--- config.mk ---
export PLATFORM = sky130hd
export DESIGN_NAME = vdp1_cmd_seq
export DESIGN_NICKNAME = d
export VERILOG_FILES = /design/src/rtl/vdp1_cmd_seq_pkg.sv /design/src/rtl/vdp1_cmd_addr.sv /design/src/rtl/vdp1_cmd_seq.sv
export SDC_FILE = /design/constraint.sdc
export NUM_CORES = 1
export LEC_CHECK = 0
export BUFFER_PORTS_ARGS = -buffer_cell sky130_fd_sc_hd__buf_2
export CORE_AREA = 4 4 178 180
export CTS_CLUSTER_DIAMETER = 80
export DETAILED_ROUTE_END_ITERATION = 7
export DIE_AREA = 0 0 182 184
export PLACE_DENSITY_LB_ADDON = 0.3
export SYNTH_ARGS = -nofsm -noshare
export SYNTH_HDL_FRONTEND = slang
export SYNTH_SLANG_ARGS = --single-unit
--- constraint.sdc ---
create_clock -name CLK -period 3.5 [get_ports CLK]
set_clock_uncertainty 0.2 [all_clocks]
set_input_delay 0.175 -clock CLK [delete_from_list [all_inputs] [get_ports CLK]]
set_output_delay 0.175 -clock CLK [all_outputs]
set_load 0.05 [all_outputs]
--- src/rtl/vdp1_cmd_seq_pkg.sv ---
// Shared VDP1 command-sequencer package.
// Holds the command-table layout, the per-word load masks, the opcode and
// jump-mode constants, and the sequencer state encoding.
package vdp1_cmd_seq_pkg;

    typedef struct packed {
        logic       end_f;
        logic [2:0] jp;
        logic [3:0] zp;
        logic [1:0] rsv;
        logic [1:0] dir;
        logic [3:0] comm;
    } CMDCTRL_t;

    typedef logic [15:0] CMDLINK_t;
    typedef logic [15:0] CMDPMOD_t;
    typedef logic [15:0] CMDCOLR_t;
    typedef logic [15:0] CMDSRCA_t;
    typedef logic [15:0] CMDSIZE_t;
    typedef logic [15:0] CMDCOORD_t;
    typedef logic [15:0] CMDGRDA_t;

    // Word 0 sits in the most significant bits, word 15 in the least.
    typedef struct packed {
        CMDCTRL_t  ctrl;
        CMDLINK_t  link;
        CMDPMOD_t  pmod;
        CMDCOLR_t  colr;
        CMDSRCA_t  srca;
        CMDSIZE_t  size;
        CMDCOORD_t xa;
        CMDCOORD_t ya;
        CMDCOORD_t xb;
        CMDCOORD_t yb;
        CMDCOORD_t xc;
        CMDCOORD_t yc;
        CMDCOORD_t xd;
        CMDCOORD_t yd;
        CMDGRDA_t  grda;
        logic [15:0] unused;
    } CMDTBL_t;

    typedef enum logic [2:0] {
        SEQ_IDLE,
        SEQ_FETCH_CTRL,
        SEQ_FETCH_LINK,
        SEQ_FETCH_BODY,
        SEQ_DISPATCH,
        SEQ_NEXT,
        SEQ_END
    } SEQ_STATE_t;

    localparam logic [15:0] CMDCTRL_MASK   = 16'hFF3F;
    localparam logic [15:0] CMDLINK_MASK   = 16'hFFFC;
    localparam logic [15:0] CMDPMOD_MASK   = 16'h9FFF;
    localparam logic [15:0] CMDCOLR_MASK   = 16'hFFFF;
    localparam logic [15:0] CMDSRCA_MASK   = 16'hFFFC;
    localparam logic [15:0] CMDSIZE_MASK   = 16'h3FFF;
    localparam logic [15:0] CMDCOORD_MASK  = 16'hFFFF;
    localparam logic [15:0] CMDGRDA_MASK   = 16'hFFFC;
    localparam logic [15:0] CMDUNUSED_MASK = 16'h0000;

    localparam logic [3:0] CMD_NSPR   = 4'h0;
    localparam logic [3:0] CMD_SSPR   = 4'h1;
    localparam logic [3:0] CMD_DSPR   = 4'h2;
    localparam logic [3:0] CMD_POLY   = 4'h4;
    localparam logic [3:0] CMD_PLIN   = 4'h5;
    localparam logic [3:0] CMD_LINE   = 4'h6;
    localparam logic [3:0] CMD_SCLIP  = 4'h8;
    localparam logic [3:0] CMD_UCLIP  = 4'h9;
    localparam logic [3:0] CMD_LCOORD = 4'hA;

    localparam logic [1:0] JP_NEXT   = 2'd0;
    localparam logic [1:0] JP_ASSIGN = 2'd1;
    localparam logic [1:0] JP_CALL   = 2'd2;
    localparam logic [1:0] JP_RETURN = 2'd3;

    // Load mask for table word idx.
    function automatic logic [15:0] cmd_word_mask(input logic [3:0] idx);
        case (idx)
            4'd0:    return CMDCTRL_MASK;
            4'd1:    return CMDLINK_MASK;
            4'd2:    return CMDPMOD_MASK;
            4'd3:    return CMDCOLR_MASK;
            4'd4:    return CMDSRCA_MASK;
            4'd5:    return CMDSIZE_MASK;
            4'd14:   return CMDGRDA_MASK;
            4'd15:   return CMDUNUSED_MASK;
            default: return CMDCOORD_MASK;
        endcase
    endfunction

    // Opcodes that are handed to the draw engine; all others are no-ops.
    function automatic logic cmd_is_drawable(input logic [3:0] comm);
        case (comm)
            CMD_NSPR, CMD_SSPR, CMD_DSPR, CMD_POLY, CMD_PLIN, CMD_LINE,
            CMD_SCLIP, CMD_UCLIP, CMD_LCOORD: return 1'b1;
            default:                          return 1'b0;
        endcase
    endfunction

endpackage

--- src/rtl/vdp1_cmd_addr.sv ---
// Next-table-address selection for the VDP1 command sequencer.
// Combinational: jump mode, link, current address and return stack in,
// next address and stack push/pop strobes out. Arithmetic wraps at 2^18.
module vdp1_cmd_addr
    import vdp1_cmd_seq_pkg::*;
(
    input  logic [1:0]  i_jp,
    input  logic [15:0] i_link,
    input  logic [17:0] i_cur,
    input  logic [17:0] i_stk,
    input  logic        i_stk_vld,
    output logic [17:0] o_next,
    output logic [17:0] o_seq,
    output logic        o_push,
    output logic        o_pop
);

    logic [17:0] w_link_addr;

    assign o_seq       = i_cur + 18'd16;
    // Link is a byte address / 8 with the low two bits dropped.
    assign w_link_addr = {i_link[15:2], 4'b0000};

    // Pick the next table address and the stack action for this jump mode.
    always_comb begin
        // NOTE: every output gets a default before the case so no path can infer a latch.
        o_next = o_seq;
        o_push = 1'b0;
        o_pop  = 1'b0;
        case (i_jp)
            JP_ASSIGN: o_next = w_link_addr;
            JP_CALL: begin
                o_next = w_link_addr;
                o_push = 1'b1;
            end
            JP_RETURN: begin
                if (i_stk_vld) begin
                    o_next = i_stk;
                    o_pop  = 1'b1;
                end
            end
            default: ;
        endcase
    end

endmodule

--- src/rtl/vdp1_cmd_seq.sv ---
// VDP1 command-list sequencer.
// Walks the command tables from VRAM word 0, masks and latches each table,
// resolves jumps, hands drawable commands to the draw engine and keeps
// CEF/BEF/COPR/LOPR. Optional macro VDP1_CMD_WDOG_EN adds a per-frame
// table-count watchdog that forces the list end at WDOG_MAX fetches.
module vdp1_cmd_seq
    import vdp1_cmd_seq_pkg::*;
#(
    parameter logic [15:0] WDOG_MAX = 16'hFFFF
) (
    input  logic         CLK,
    input  logic         RST_N,
    input  logic         CE,
    input  logic         START,
    input  logic         ABORT,
    output logic [17:0]  VRAM_A,
    output logic         VRAM_RD,
    input  logic [15:0]  VRAM_D,
    input  logic         VRAM_RDY,
    output logic         CMD_VALID,
    output logic [255:0] CMD_TBL,
    input  logic         CMD_ACK,
    output logic [15:0]  COPR,
    output logic [15:0]  LOPR,
    output logic         CEF,
    output logic         BEF,
    output logic         BUSY
);

    SEQ_STATE_t   r_state;
    logic [17:0]  r_cur;
    logic [17:0]  r_stk;
    logic         r_stk_vld;
    logic [3:0]   r_idx;
    logic [255:0] r_tbl;
    logic [17:0]  r_vram_a;
    logic         r_vram_rd;
    logic         r_cmd_valid;
    logic [15:0]  r_copr;
    logic [15:0]  r_lopr;
    logic         r_cef;
    logic         r_bef;

    CMDTBL_t      w_tbl;
    CMDCTRL_t     w_ctrl_in;
    logic [15:0]  w_word;
    logic [7:0]   w_lsb;
    logic [17:0]  w_next;
    logic [17:0]  w_seq;
    logic         w_push;
    logic         w_pop;

`ifdef VDP1_CMD_WDOG_EN
    logic [15:0]  r_wdog;
`else
    logic         w_unused_wdog;
    assign w_unused_wdog = ^WDOG_MAX;
`endif

    assign w_tbl     = CMDTBL_t'(r_tbl);
    assign w_word    = VRAM_D & cmd_word_mask(r_idx);
    assign w_ctrl_in = CMDCTRL_t'(w_word);
    assign w_lsb     = {4'd15 - r_idx, 4'b0000};

    vdp1_cmd_addr u_addr (
        .i_jp      (w_tbl.ctrl.jp[1:0]),
        .i_link    (w_tbl.link),
        .i_cur     (r_cur),
        .i_stk     (r_stk),
        .i_stk_vld (r_stk_vld),
        .o_next    (w_next),
        .o_seq     (w_seq),
        .o_push    (w_push),
        .o_pop     (w_pop)
    );

    // Sequencer FSM: VRAM fetch handshake, dispatch handshake and flag upkeep.
    always_ff @(posedge CLK) begin
        // NOTE: the table register is ordinary state, so it is reset with everything else.
        if (!RST_N) begin
            r_state     <= SEQ_IDLE;
            r_cur       <= '0;
            r_stk       <= '0;
            r_stk_vld   <= 1'b0;
            r_idx       <= '0;
            r_tbl       <= '0;
            r_vram_a    <= '0;
            r_vram_rd   <= 1'b0;
            r_cmd_valid <= 1'b0;
            r_copr      <= '0;
            r_lopr      <= '0;
            r_cef       <= 1'b0;
            r_bef       <= 1'b0;
`ifdef VDP1_CMD_WDOG_EN
            r_wdog      <= '0;
`endif
        end else if (CE) begin
            if (START) begin
                r_bef       <= r_cef;
                r_cef       <= 1'b0;
                r_cur       <= '0;
                r_stk_vld   <= 1'b0;
                r_vram_rd   <= 1'b0;
                r_cmd_valid <= 1'b0;
                r_idx       <= '0;
                r_state     <= SEQ_FETCH_CTRL;
`ifdef VDP1_CMD_WDOG_EN
                r_wdog      <= '0;
`endif
            end else if (ABORT) begin
                r_vram_rd   <= 1'b0;
                r_cmd_valid <= 1'b0;
                r_state     <= SEQ_IDLE;
            end else begin
                case (r_state)
                    SEQ_FETCH_CTRL: begin
                        if (!r_vram_rd) begin
`ifdef VDP1_CMD_WDOG_EN
                            if (r_wdog == WDOG_MAX) begin
                                r_cef   <= 1'b1;
                                r_state <= SEQ_END;
                            end else begin
                                r_wdog    <= r_wdog + 16'd1;
                                r_vram_a  <= r_cur;
                                r_vram_rd <= 1'b1;
                                r_idx     <= 4'd0;
                                r_copr    <= r_cur[17:2];
                            end
`else
                            r_vram_a  <= r_cur;
                            r_vram_rd <= 1'b1;
                            r_idx     <= 4'd0;
                            r_copr    <= r_cur[17:2];
`endif
                        end else if (VRAM_RDY) begin
                            r_vram_rd          <= 1'b0;
                            r_tbl[w_lsb +: 16] <= w_word;
                            if (w_ctrl_in.end_f) begin
                                r_cef   <= 1'b1;
                                r_state <= SEQ_END;
                            end else if (w_ctrl_in.jp[2]) begin
                                r_idx   <= 4'd1;
                                r_state <= (w_ctrl_in.jp[1:0] == JP_ASSIGN ||
                                            w_ctrl_in.jp[1:0] == JP_CALL)
                                           ? SEQ_FETCH_LINK : SEQ_NEXT;
                            end else begin
                                r_idx   <= 4'd1;
                                r_state <= SEQ_FETCH_BODY;
                            end
                        end
                    end
                    SEQ_FETCH_LINK, SEQ_FETCH_BODY: begin
                        if (!r_vram_rd) begin
                            r_vram_a  <= r_cur + {14'd0, r_idx};
                            r_vram_rd <= 1'b1;
                        end else if (VRAM_RDY) begin
                            r_vram_rd          <= 1'b0;
                            r_tbl[w_lsb +: 16] <= w_word;
                            if (r_state == SEQ_FETCH_LINK) begin
                                r_state <= SEQ_NEXT;
                            end else if (r_idx == 4'd14) begin
                                r_cmd_valid <= cmd_is_drawable(w_tbl.ctrl.comm);
                                r_state     <= SEQ_DISPATCH;
                            end else begin
                                r_idx <= r_idx + 4'd1;
                            end
                        end
                    end
                    SEQ_DISPATCH: begin
                        if (!r_cmd_valid) begin
                            r_state <= SEQ_NEXT;
                        end else if (CMD_ACK) begin
                            r_cmd_valid <= 1'b0;
                            r_lopr      <= r_copr;
                            r_state     <= SEQ_NEXT;
                        end
                    end
                    SEQ_NEXT: begin
                        r_cur <= w_next;
                        if (w_push) begin
                            r_stk     <= w_seq;
                            r_stk_vld <= 1'b1;
                        end else if (w_pop) begin
                            r_stk_vld <= 1'b0;
                        end
                        r_state <= SEQ_FETCH_CTRL;
                    end
                    SEQ_END:  r_state <= SEQ_IDLE;
                    default:  r_state <= SEQ_IDLE;
                endcase
            end
        end
    end

    assign VRAM_A    = r_vram_a;
    assign VRAM_RD   = r_vram_rd;
    assign CMD_VALID = r_cmd_valid;
    assign CMD_TBL   = r_tbl;
    assign COPR      = r_copr;
    assign LOPR      = r_lopr;
    assign CEF       = r_cef;
    assign BEF       = r_bef;
    assign BUSY      = (r_state != SEQ_IDLE);

endmodule

* After elaboration in Yosys (flattened, before gate mapping)
Memories as Yosys holds them, arrays and structs flattened. A register that Yosys moved wholly into a read port is not among the register bits.
Index checks and enable logic that the tools add are counted.
** Word-level totals
- Bits in registers :: 354
- ROM bits :: 272
- Bits of input ports :: 23
- Output and inout port bits :: 311
- Logic and storage cells :: 147
- Memories :: 2
** Memories
- (name not given) :: words 16, width 16, read ports 1, clocked after Yosys merged registers in 1, wr ports 0, RTL line vdp1_cmd_seq_pkg.sv:80 : case (idx)
- (name not given) :: words 16, width 1, read ports 1, clocked after Yosys merged registers in 1, wr ports 0, RTL line vdp1_cmd_seq_pkg.sv:95 : case (comm)
** Cells by class
- Add/subtract/negate cells :: 5
- Equal/unequal tests :: 28
- Shift-type cells :: 2
- Muxes and demuxes :: 65
- Bitwise logic cells :: 4
- Reduce and logical (&&, ||, !) cells :: 28
** Operators with widths (count)
- 256-bit bitwise mux :: 1
- 16-bit by 10-bit variable shift with 256-bit output, first input constant :: 1
- 16-bit by 10-bit variable part select with 256-bit output :: 1
- 18-bit two-way mux :: 6
- 18-bit case mux with 2 select lines :: 2
- 4-bit two-way mux :: 13
- 3-bit two-way mux :: 13
- 4-bit inequality test, second input constant :: 8
- 6-bit AND reduction :: 5
- 1-bit two-way mux :: 27
- 18-bit by 4-bit adder with 18-bit output :: 1
- 18-bit by 5-bit adder with 18-bit output, second input constant :: 1
- 16-bit bitwise AND :: 1
- 3-bit inequality test, second input constant :: 4
- 3-bit case mux with 4 select lines :: 1
- 2-bit nonzero test :: 6
- 3-bit nonzero test :: 4
- 5-bit inequality test, second input constant :: 2
- 8-bit negator with 10-bit output :: 1
- 5-bit AND reduction :: 2
- 9-bit AND reduction :: 1
- 4-bit case mux with 2 select lines :: 1
- 7-bit AND reduction :: 1
- 2-bit == test, second input constant :: 3
- 17 further kinds :: 26

* Depth between registers and ports, before layout
- Word-level depth :: 11
- Mapped depth :: 11

* By module
Synthesis repeated with hierarchy kept, for this count alone.
** Unflattened totals
- Cells, all modules :: 1864
- Area total of the unflattened synthesis :: 14891.8 sq um
** Modules (own cells, without submodules)
- vdp1_cmd_seq :: instances 1, cells each 1746, area an instance 14177.3 sq um
- vdp1_cmd_addr :: instances 1, cells each 118, area an instance 714.4 sq um

* Worst setup path before layout
Ideal clock, no wire load.
- Path type :: reg-to-reg
- Start :: reg r_idx[1]
- End :: reg r_tbl[246] (netlist: CMD_TBL[246])
- Arrival :: 2.347 ns
- Required time :: 3.172 ns
- Setup slack :: 0.825 ns
- Cell stages (with the launch flop) :: 12
- Path buffers :: 4
- Clock period less this slack :: 2.675 ns
- Cell sequence :: dfxtp_1 inv_1 ha_1 or2_1 clkbuf_1 or2_1 clkbuf_1 clkbuf_1 clkbuf_1 nor3_1 a21oi_1 nor2_1
** Between the ends
- Cells in the longest elaborated chain, start to end :: 4
- Elaborated cells on any way between the ends :: 5
** RTL lines
- start: declaration :: RTL line vdp1_cmd_seq.sv:34 : logic [3:0] r_idx;
- start signal: assignment :: RTL line vdp1_cmd_seq.sv:165 : r_idx <= r_idx + 4'd1;
- 4-bit subtractor (*) :: RTL line vdp1_cmd_seq.sv:63 : assign w_lsb = {4'd15 - r_idx, 4'b0000};
- 8-bit negator with 10-bit output (*) :: RTL line vdp1_cmd_seq.sv:137, vdp1_cmd_seq.sv:158
- 16-bit by 10-bit variable part select with 256-bit output / 16-bit by 10-bit variable shift with 256-bit output (equally long branches) :: RTL line vdp1_cmd_seq.sv:137, vdp1_cmd_seq.sv:158
- 256-bit bitwise mux (*) :: RTL line vdp1_cmd_seq.sv:137, vdp1_cmd_seq.sv:158
- end signal: indexed assignment :: RTL line vdp1_cmd_seq.sv:137 : r_tbl[w_lsb +: 16] <= w_word;
- end signal: indexed assignment :: RTL line vdp1_cmd_seq.sv:158 : r_tbl[w_lsb +: 16] <= w_word;
- end: declaration :: RTL line vdp1_cmd_seq.sv:35 : logic [255:0] r_tbl;
Every way passes the cells marked *; elsewhere a longest branch is shown, timed or not.
A chain may end at the register's enable or synchronous reset.

==> summary.txt <==
Worst setup path
  • Worst Setup Start Kind: flop
  • CP Capture Type: flop
  • CP cell instances: inv_1, ha_1, or2_1, buf_4, or2_1, buf_4, nor2_1, mux2i_1, or3_1, o31a_1
  • Worst Path Max Fanout: 26
  • Arrival @ worst endpoint: about 3300 ps
  • CP peak stage delay: around 550 ps
  • Crit path max-delay cell type: dfxtp_1
  • CP Data Required Time: roughly 3700 ps
  • CP Class: flop to flop

Global route
  • First-pass GRT wire length: around 75000 um
  • Total GRT Usage: 0.276
  • Top Usage Layer GRT: met2
  • GRT Residual Overflow: 0
  • Pin count of the biggest net entering global routing: ~170
  • Initial antenna violation count: 0
  • GR Layer Usage met2: 0.452
  • Met1 usage: 0.349
  • Vias in the first global route: 13300
  • Grt met3 use: 0.0797

Clocking
  • Clock tree sinks: approximately 360
  • CTS Buf Count: 39
  • Resize count post-CTS: 0
  • Worst-path clk slew: 60 ps
  • Longest Clk Path Bufs: 3
  • Skew-Pair Late Insertion Delay: around 530 ps
  • CTS root buf: clkbuf_16
  • TritonCTS clock tree: yes
  • # H-tree levels: 2

Finish
  • Diode count: 0
  • Most common cell after layout, fill and taps aside: dfxtp_1
  • # fillers: about 2700
  • Share of layout cells above drive strength 1: 0.213
  • Non-filler cells, final: around 2500
  • Most frequent cells in the layout: dfxtp_1 (361), nor2_1 (360), buf_2 (333)
  • Area delta synth->final: 22.8%
  • Nets@finish: ~2100
  • Register Area: just over 0.007 mm^2
  • Multi-input gate area: approximately 0.0067 mm^2

Route
  • # DRC: 0
  • Post-route ant nets: 0
  • Vias post-DR: around 14000
  • Starting DRT DRC Count: about 1200
  • Router iterations before antenna repair: 6
  • Final wirelength: roughly 48000 um
  • Average vias per placed instance: 5.60
  • WL per Instance: ~19 um

Power and ir drop
  • Comb pwr share: 0.036
  • Switching portion of total power: 0.225
  • NetSw: about 1900 uW
  • Clk network pwr share: 0.482
  • Power Density: around 480 mW/mm^2
  • Sequential share of power: 0.481
  • Max rail drop VDD: 358 uV
  • Internal power: 6640 uW
  • LEAKAGE: around 0.0075 uW

Placement
  • Port bufs: 333
  • GP Congestion: between 0.9 and 1
  • Dpl hpwl: 31700 um
  • Placed Cells: ~2400

STA
  • Shortest period the worst path allows: a little over 3000 ps
  • Fmax: about 320 MHz
  • Fin crit share: 0.883
  • Max-slew violation count: 0
  • RSZ-0062 raised after global routing: no
  • Setup Total Neg Slack: 0 ps
  • Slew margin rel.: 0.215
  • Worst-Margin Slew: 1170 ps
  • Setup violations, final: 0
  • Final-report hold violation count: 0

Die
  • Initial Util: 0.483
  • Core area: a little over 0.03 mm^2
  • Die width: about 180 um
  • Die ar.: between 0.03 and 0.04 mm^2
  • Vert. Die Dim: 184 um
  • Rows: 64
  • Ports: roughly 330

Yosys
  • Mapped Area: ~0.015 mm^2
  • Synth cell types: 65
  • Yosys warning count: 0
  • Syn_area_per_cell: roughly 8 um^2
  • Sequential element share of the synthesized area: 0.495
  • Mapped Nets: between 1500 and 2000
  • Mapped Cells: about 1800
  • Asr flop ratio synth: 0
  • Post-synth EDFFs: 0
  • Synthesized flop and latch total: roughly 360
  • Main flop type after synthesis: dfxtp_1

Worst hold path
  • Hold Crit Class: flop to flop

Status
  • Status: complete, no violations

Run
  • Max-Cap Viols: 0
-- path summary, 6_finish.rpt --
| check | depth (start not counted) | slack [ps] | end | startpoint |
|---|---|---|---|---|
| worst max-delay path | 10 | 410 | flop | r_idx[1] |
| worst min-delay path | 2 | 260 | BEF | BEF |
| worst max register to register | 10 | 410 | flop | r_idx[1] |
| worst min register to register | 2 | 260 | BEF | BEF |
-- layout make-up --
cell class / instances / area share
flip-flops and latches: 361 / 0.403
multi-input cells: 1280 / 0.371
repair buffers: 393 / 0.122
clock buffers: 58 / 0.0624
well taps: 396 / 0.0276
clock inverters: 14 / 0.00956
inverters: 16 / 0.00377
-- stage by stage --
step	utilization	total power, uW	instance area, um^2	hold slack [ps]	worst slack (ps)
final	0.594	8570	17900	256	409
after global routing	0.594	8800	17900	280	139
after CTS	0.594	8610	17900	254	435
after detailed placement	0.543	4500	16400	246	452
after global placement	0.543	4500	16400	241	557
after floorplan	-	4390	14600	113	825
-- worst max-delay path, delay by kind of cell (launching register included) --
family | cells | cell delay [ps]
buffers and inverters | 3 | 630
flip-flops | 1 | 550
multiplexers | 1 | 100
AO/OA/AOI/OAI | 1 | 110
AND/OR/NAND/NOR | 4 | 990
adder cells (fa/ha/maj) | 1 | 390
-- synth_stat cells, types with 17 or more instances --
master	instances	area, um^2
dfxtp_1	361	7230
nor2_1	360	1350
a21oi_1	298	1490
nor3_1	178	891
clkbuf_1	143	537
nand2_1	120	450
nand3_1	32	160
a22oi_1	26	195
mux2i_1	26	260
a211oi_1	24	180
xnor2_1	23	201
nand2b_1	19	119
o21ai_0	19	95.1
buf_2	18	90.1
nor4_1	17	106
-- cells by family (layout without fill, tap and decap cells) --
kind of cell             Yosys count  count (layout)  share of synthesized area
XOR/XNOR                          33              33                     0.0198
adder cells (fa/ha/maj)           13              13                     0.0117
flip-flops                       361             361                      0.495
multiplexers                      26              26                     0.0178
buffers and inverters            185             481                     0.0497
AND/OR/NAND/NOR                  785             785                      0.241
AO/OA/AOI/OAI                    423             423                      0.165
-- power groups by stage --
stage	registers [uW]	clock network [uW]	logic, uW
finish	4130	4130	309
global route	4120	4350	326
CTS	4120	4180	306
detailed placement	4220	0	285
global placement	4220	0	281
floorplan	4230	0	157
-- layer usage --
| metal | share of wire | routed length [um] |
|---|---|---|
| met1 | 0.40 | 19400 |
| met2 | 0.46 | 22400 |
| met3 | 0.096 | 4650 |
| met4 | 0.037 | 1800 |
| met5 | 0 | 0 |
-- registers in the layout, indices dropped and copies added, names as in the netlist, named ones only --
| name | flops |
|---|---|
| r_cur | 18 |
| r_state | 3 |
| CMD_VALID | 1 |
| COPR | 16 |
| CEF | 1 |
| CMD_TBL | 256 |
| r_stk_vld | 1 |
| r_idx | 4 |
| VRAM_RD | 1 |
| VRAM_A | 18 |
| BEF | 1 |
| LOPR | 16 |
| r_stk | 18 |
-- timing repair --
action | in CTS | in global routing
endpoints found under the hold margin | 33 | 0
setup buffers | 0 | 0
hold buffers | 23 | 0
setup endpoints to repair | 0 | 0
Power figures use the tool's default switching activity.
